File: config.mk
export PLATFORM = sky130hd
export DESIGN_NAME = vrp_dispatch_route
export DESIGN_NICKNAME = d
export VERILOG_FILES = /design/src/rtl/vrp_dispatch_route.sv
export SDC_FILE = /design/constraint.sdc
export NUM_CORES = 1
export LEC_CHECK = 0
export BUFFER_PORTS_ARGS = -buffer_cell sky130_fd_sc_hd__buf_4
export CORE_ASPECT_RATIO = 2
export CORE_MARGIN = 3
export CORE_UTILIZATION = 45
export CTS_BUF_LIST = sky130_fd_sc_hd__clkbuf_4
export CTS_CLUSTER_SIZE = 12
export DETAILED_ROUTE_END_ITERATION = 10
export GPL_TIMING_DRIVEN = 0
export PLACE_DENSITY_LB_ADDON = 0.12
export SYNTH_ARGS = -nofsm -noshare
export SYNTH_HDL_FRONTEND = slang
export SYNTH_SLANG_ARGS = --single-unit
File: constraint.sdc
create_clock -name clk -period 1.8 [get_ports clk]
set_clock_uncertainty 0.1 [all_clocks]
set_input_delay 0.09 -clock clk [delete_from_list [all_inputs] [get_ports clk]]
set_output_delay 0.09 -clock clk [all_outputs]
set_load 0.005 [all_outputs]
File: src/rtl/vrp_dispatch_route.sv
// 1-to-N valid/ready dispatcher: routes each upstream payload to one of WIDTH outputs,
// each buffered by its own DEPTH-entry FIFO so a stalled slave never blocks the others.
module vrp_dispatch_route #(
    parameter int unsigned WIDTH     = 8,
    parameter int unsigned PLD_WIDTH = 32,
    parameter int unsigned DEPTH     = 2
) (
    input  logic                       clk,
    input  logic                       rst_n,
    input  logic                       vld_s,
    input  logic [PLD_WIDTH-1:0]       pld_s,
    input  logic [$clog2(WIDTH)-1:0]   dst_idx_s,
    output logic                       rdy_s,
    output logic [WIDTH-1:0]           v_vld_m,
    output logic [PLD_WIDTH-1:0]       v_pld_m [WIDTH-1:0],
    input  logic [WIDTH-1:0]           v_rdy_m,
    input  logic                       err_clr,
    output logic                       err_dst
);

    localparam int unsigned IW = $clog2(WIDTH);
    localparam int unsigned PW = (DEPTH > 1) ? $clog2(DEPTH) : 1;
    localparam int unsigned CW = $clog2(DEPTH + 1);

    localparam logic [PW-1:0] PtrLast = PW'(DEPTH - 1);
    localparam logic [CW-1:0] CntFull = CW'(DEPTH);

    logic [PLD_WIDTH-1:0] mem_q    [WIDTH][DEPTH];
    logic [PLD_WIDTH-1:0] mem_d    [WIDTH][DEPTH];
    logic [PW-1:0]        wr_ptr_q [WIDTH];
    logic [PW-1:0]        wr_ptr_d [WIDTH];
    logic [PW-1:0]        rd_ptr_q [WIDTH];
    logic [PW-1:0]        rd_ptr_d [WIDTH];
    logic [CW-1:0]        cnt_q    [WIDTH];
    logic [CW-1:0]        cnt_d    [WIDTH];
    logic                 err_q;
    logic                 err_d;

    logic [WIDTH-1:0] full;
    logic [WIDTH-1:0] empty;
    logic [WIDTH-1:0] push;
    logic [WIDTH-1:0] pop;
    logic             dst_legal;
    logic             dst_full;
    logic             accept;

    always_comb begin
        for (int unsigned i = 0; i < WIDTH; i++) begin
            full[i]  = (cnt_q[i] == CntFull);
            empty[i] = (cnt_q[i] == '0);
        end
    end

    // Decode the index by comparison so an out-of-range index never indexes past WIDTH.
    always_comb begin
        dst_legal = 1'b0;
        dst_full  = 1'b0;
        for (int unsigned i = 0; i < WIDTH; i++) begin
            if (dst_idx_s == IW'(i)) begin
                dst_legal = 1'b1;
                dst_full  = full[i];
            end
        end
    end

    // Registered full only: no combinational path from v_rdy_m to rdy_s.
    assign rdy_s  = !dst_legal || !dst_full;
    assign accept = vld_s && rdy_s;

    always_comb begin
        for (int unsigned i = 0; i < WIDTH; i++) begin
            push[i] = accept && dst_legal && (dst_idx_s == IW'(i));
            pop[i]  = !empty[i] && v_rdy_m[i];
        end
    end

    always_comb begin
        mem_d = mem_q;
        for (int unsigned i = 0; i < WIDTH; i++) begin
            wr_ptr_d[i] = wr_ptr_q[i];
            rd_ptr_d[i] = rd_ptr_q[i];
            cnt_d[i]    = cnt_q[i];
            if (push[i]) begin
                mem_d[i][wr_ptr_q[i]] = pld_s;
                wr_ptr_d[i] = (wr_ptr_q[i] == PtrLast) ? '0 : wr_ptr_q[i] + PW'(1);
            end
            if (pop[i]) begin
                rd_ptr_d[i] = (rd_ptr_q[i] == PtrLast) ? '0 : rd_ptr_q[i] + PW'(1);
            end
            if (push[i] && !pop[i]) begin
                cnt_d[i] = cnt_q[i] + CW'(1);
            end else if (!push[i] && pop[i]) begin
                cnt_d[i] = cnt_q[i] - CW'(1);
            end
        end
    end

    // Set wins over clear when both occur in the same cycle.
    always_comb begin
        err_d = err_q;
        if (err_clr) begin
            err_d = 1'b0;
        end
        if (vld_s && !dst_legal) begin
            err_d = 1'b1;
        end
    end

    always_ff @(posedge clk or negedge rst_n) begin
        if (!rst_n) begin
            for (int unsigned i = 0; i < WIDTH; i++) begin
                wr_ptr_q[i] <= '0;
                rd_ptr_q[i] <= '0;
                cnt_q[i]    <= '0;
                for (int unsigned j = 0; j < DEPTH; j++) begin
                    mem_q[i][j] <= '0;
                end
            end
            err_q <= 1'b0;
        end else begin
            mem_q    <= mem_d;
            wr_ptr_q <= wr_ptr_d;
            rd_ptr_q <= rd_ptr_d;
            cnt_q    <= cnt_d;
            err_q    <= err_d;
        end
    end

    always_comb begin
        for (int unsigned i = 0; i < WIDTH; i++) begin
            v_vld_m[i] = !empty[i];
            v_pld_m[i] = mem_q[i][rd_ptr_q[i]];
        end
    end

    assign err_dst = err_q;

endmodule

==> flow_summary_export.csv <==
group,metric,value,unit
synth,ys_seq_area_share,56.7,%
grt,grt_overflow,0,
sta,maxSlewHeadroom,38.3,%
critical_path,cp.arrival,2230,ps
outcome,violations,"negative hold slack, negative setup slack",
critical_path,rr_startpoint,"wr_ptr_q[0]",
critical_path,crit_chain,"nor2b_4, a211oi_1, or4_1, buf_6",
sta,grt_setup_unrepaired,"yes",
drt,drt-vias-per-instance,5.41,
clock_network,cts_hold_buf,83,
sta,fin_ws,-618,ps
drt,wire_per_inst,27.8,um
clock_network,clockRootBuffer,"clkbuf_4",
critical_path,worstSetupPathType,"flip-flop to output pin",
placement,placed_cell_area,27400,um2
floorplan,die_w,169,um
sta,setup_viol,602,
drt,final_antenna_net_count,0,
placement,port_buffers,312,
synth,avgSynthCellArea,15.5,um2
grt,antenna_found_initial,1,
synth,yosys.area_share.simple,2.01,%
sta,clock.fmax,414,MHz
clock_network,numCtsBuffers,130,
clock_network,cts_max_level,4,
clock_network,cts_tree,"yes",
placement,gp_congestion,0.785,
clock_network,clk_latency,840,ps
grt,grt_use_total,28.0,%
critical_path,cp_num_buf_inv,1,
floorplan,fp-row-count,119,
finish,fin_nets,2278,
power_and_ir_drop,power.leakage,17.0,nW
floorplan,dieArea,56400,um2
critical_path,cp.depth,4,
synth,synth-compound-area-share,0.125,%
synth,synthMuxAreaShare,36.9,%
critical_path,path_delay_family,"simple AND/OR/NAND/NOR gates",
critical_path,path_max_fanout,4,
critical_path,r2r_cells,3,
drt,num_vias,16100,
critical_path,worst_setup_path_end_kind,"output pin",
grt,grt_pass1_wl,115000,um
drt,firstDrtPassIters,6,
synth,ys_top_cells_by_area,"dfrtp_1, mux2_2, mux2_4",
sta,finalSetupTns,-164760,ps
clock_network,clk_pin_slew,60,ps
synth,synthCells,1556,
synth,yosys.area.top_type,"dfrtp_1",
synth,synthesis.nets,1611,
critical_path,critPathCapture,"rdy_s",
critical_path,cp_slowest_cell,"or4_1",
drt,wl,82500,um
sta,finalHoldViolations,324,
sta,maxSlewViolCount,0,
floorplan,die_h,333,um
finish,drive_gt1_share,66.7,%
floorplan,ios,313,
power_and_ir_drop,power_density,1930,nW/um2
synth,synth-adder-area-share,0.416,%
critical_path,crit_start,"cnt_q[0]",
finish,area_delta_synth_final,45.7,%
drt,drtIter0Drc,774,
critical_path,crit_required,1610,ps
finish,fillers,3818,
grt,grt_start_max_net_pins,119,
critical_path,start_kind,"flip-flop",
synth,post_synth_num_cell_types,27,
synth,ys_seq_elements,545,
worst_hold_path,hp-class,"primary input to async pin",
synth,synth_top_family_by_area,"multiplexers",
sta,hold_ws,-821,ps
synth,synth_top_area_share,56.7,%
clock_network,cts.sinks,545,
sta,fin_crit,2420,ps
critical_path,rrSetupSlack,-460,ps
power_and_ir_drop,vdd_drop_max,1.12,mV
critical_path,crit_path_max_incr_delay,570,ps
sta,fin_crit_sh,134,%
critical_path,r2r-end,"mem_q[47]",
clock_network,clockBufferDepth,3,
grt,grt_pass1_vias,17500,
outcome,status,"finished, violations left",
placement,hpwl,49200,um
floorplan,start_util,45.6,%
floorplan,core,52700,um2
synth,synthXorXnorAreaFrac,1.46,%
drt,drc,0,
finish,stdcell_area,35000,um2
flow_run,maxCapViolations,0,
synth,yosys_warnings,0,
sta,tightestPinTransition,925,ps
synth,syn-cell-area,24000,um2
power breakdown:
part           switching [mW]  internal, mW
logic                    12.7          23.3
clock network            4.86          5.19
registers                3.49          18.2
total                    21.1          46.7
cells in the mapped netlist (all sizes together):
master	instances
buf	40
or4b	4
nand2	10
dfrtp	545
xnor2	16
and2	2
nor2b	11
a211oi	4
nor3	8
xor2	24
ha	8
nor3b	4
nand2b	3
or4	1
nor4	8
mux2	768
nor2	8
nand4b	4
clkbuf	79
or2	9
worst min path at each step:
| stage | from | endpoint | slack (ps) | cells past startpoint |
|---|---|---|---|---|
| 3_5_place_dp | rst_n | err_dst | 90 | 1 |
| 2_1_floorplan | rst_n | cnt_q[0] | -310 | 0 |
| 4_1_cts | rst_n | err_dst | -840 | 1 |
| 5_1_grt | rst_n | err_dst | -810 | 1 |
| 3_3_place_gp | err_clr | err_dst | 140 | 2 |
| 6_report | rst_n | err_dst | -820 | 1 |
metal layers:
metal / global-route usage [%] / vias to the layer above / part of all wire [%]
li1: - / 6937 / -
met1: 31.5 / 8458 / 37
met2: 50.9 / 505 / 53
met3: 6.58 / 178 / 5.3
met4: 10.8 / 0 / 4.5
met5: 0 / - / 0
sequential cells by signal, summed over array words and instances, names as in the netlist:
| name | cells |
|---|---|
| mem_q | 512 |
| cnt_q | 16 |
| rd_ptr_q | 8 |
| wr_ptr_q | 8 |
| err_dst | 1 |
worst register-to-register path, delay by kind of cell (launching register included):
family        cells  cell delay (ps)
flops             1              410
buf+inv           1              450
simple gates      1              800
mux               1              380
what timing repair did:
item / 4_1_cts / 5_1_grt
hold endpoints to repair: 823 / 324
setup endpoints to repair: 767 / 775
gates cloned: 26 / 14
pin swaps: 9 / 10
setup buffers: 88 / 42
gates resized for setup: 697 / 237
logic make-up after synthesis:
kind of cell    after synthesis
fa+ha+maj                     8
flops                       545
compound gates                4
xor+xnor                     40
mux                         768
simple gates                 72
buf+inv                     119
placed cells by master, fill, tap and decap left out, types with 2 or more instances in the layout:
master and count:
clkbuf_4 191, nor2b_1 3, clkbuf_1 33, buf_4 113, nor3b_2 4, or2_4 8
buf_8 18, a211oi_1 4, xnor2_1 16, nand4b_1 4, or4b_4 4, dfrtp_2 15
mux2_4 365, clkinv_1 16, xor2_1 24, bufinv_16 3, nor3_4 2, dfrtp_1 530
buf_12 45, nor3_1 6, nand2_1 7, clkbuf_8 4, nor4_4 7, buf_16 6
clkbuf_16 48, nor2_1 8, clkinvlp_4 2, mux2_1 18, dlygate4sd3_1 83, buf_6 296
and2_1 2, nand2b_1 3, inv_2 5, buf_2 4, ha_1 8, nand2_2 3
nor2b_4 8, mux2_2 385
per-stage QoR:
step,util (%),total power [mW],hold slack [ps],setup slack (ps),std cells
CTS,64.4,66.1,-837,-689,2937
floorplan,-,33.3,-306,-26.8,1556
global route,66.5,71.0,-806,-717,2971
global placement,51.8,44.7,142,-5170,2533
finish,66.5,67.8,-821,-618,2971
detailed placement,52.1,45.5,85.5,-835,2537
cell type report:
| cell class | instances | area (um2) | area share [%] |
|---|---|---|---|
| Antenna cell | 1 | 2.50 | 0.00714 |
| Clock buffer | 188 | 1410 | 4.03 |
| Buffer | 103 | 1360 | 3.87 |
| Sequential cell | 545 | 13700 | 39.0 |
| Multi-Input combinational cell | 892 | 11200 | 31.9 |
| Clock inverter | 26 | 184 | 0.525 |
| Tap cell | 665 | 832 | 2.37 |
| Timing Repair Buffer | 551 | 6420 | 18.3 |
Note: power is estimated with default switching activity, not from simulation.
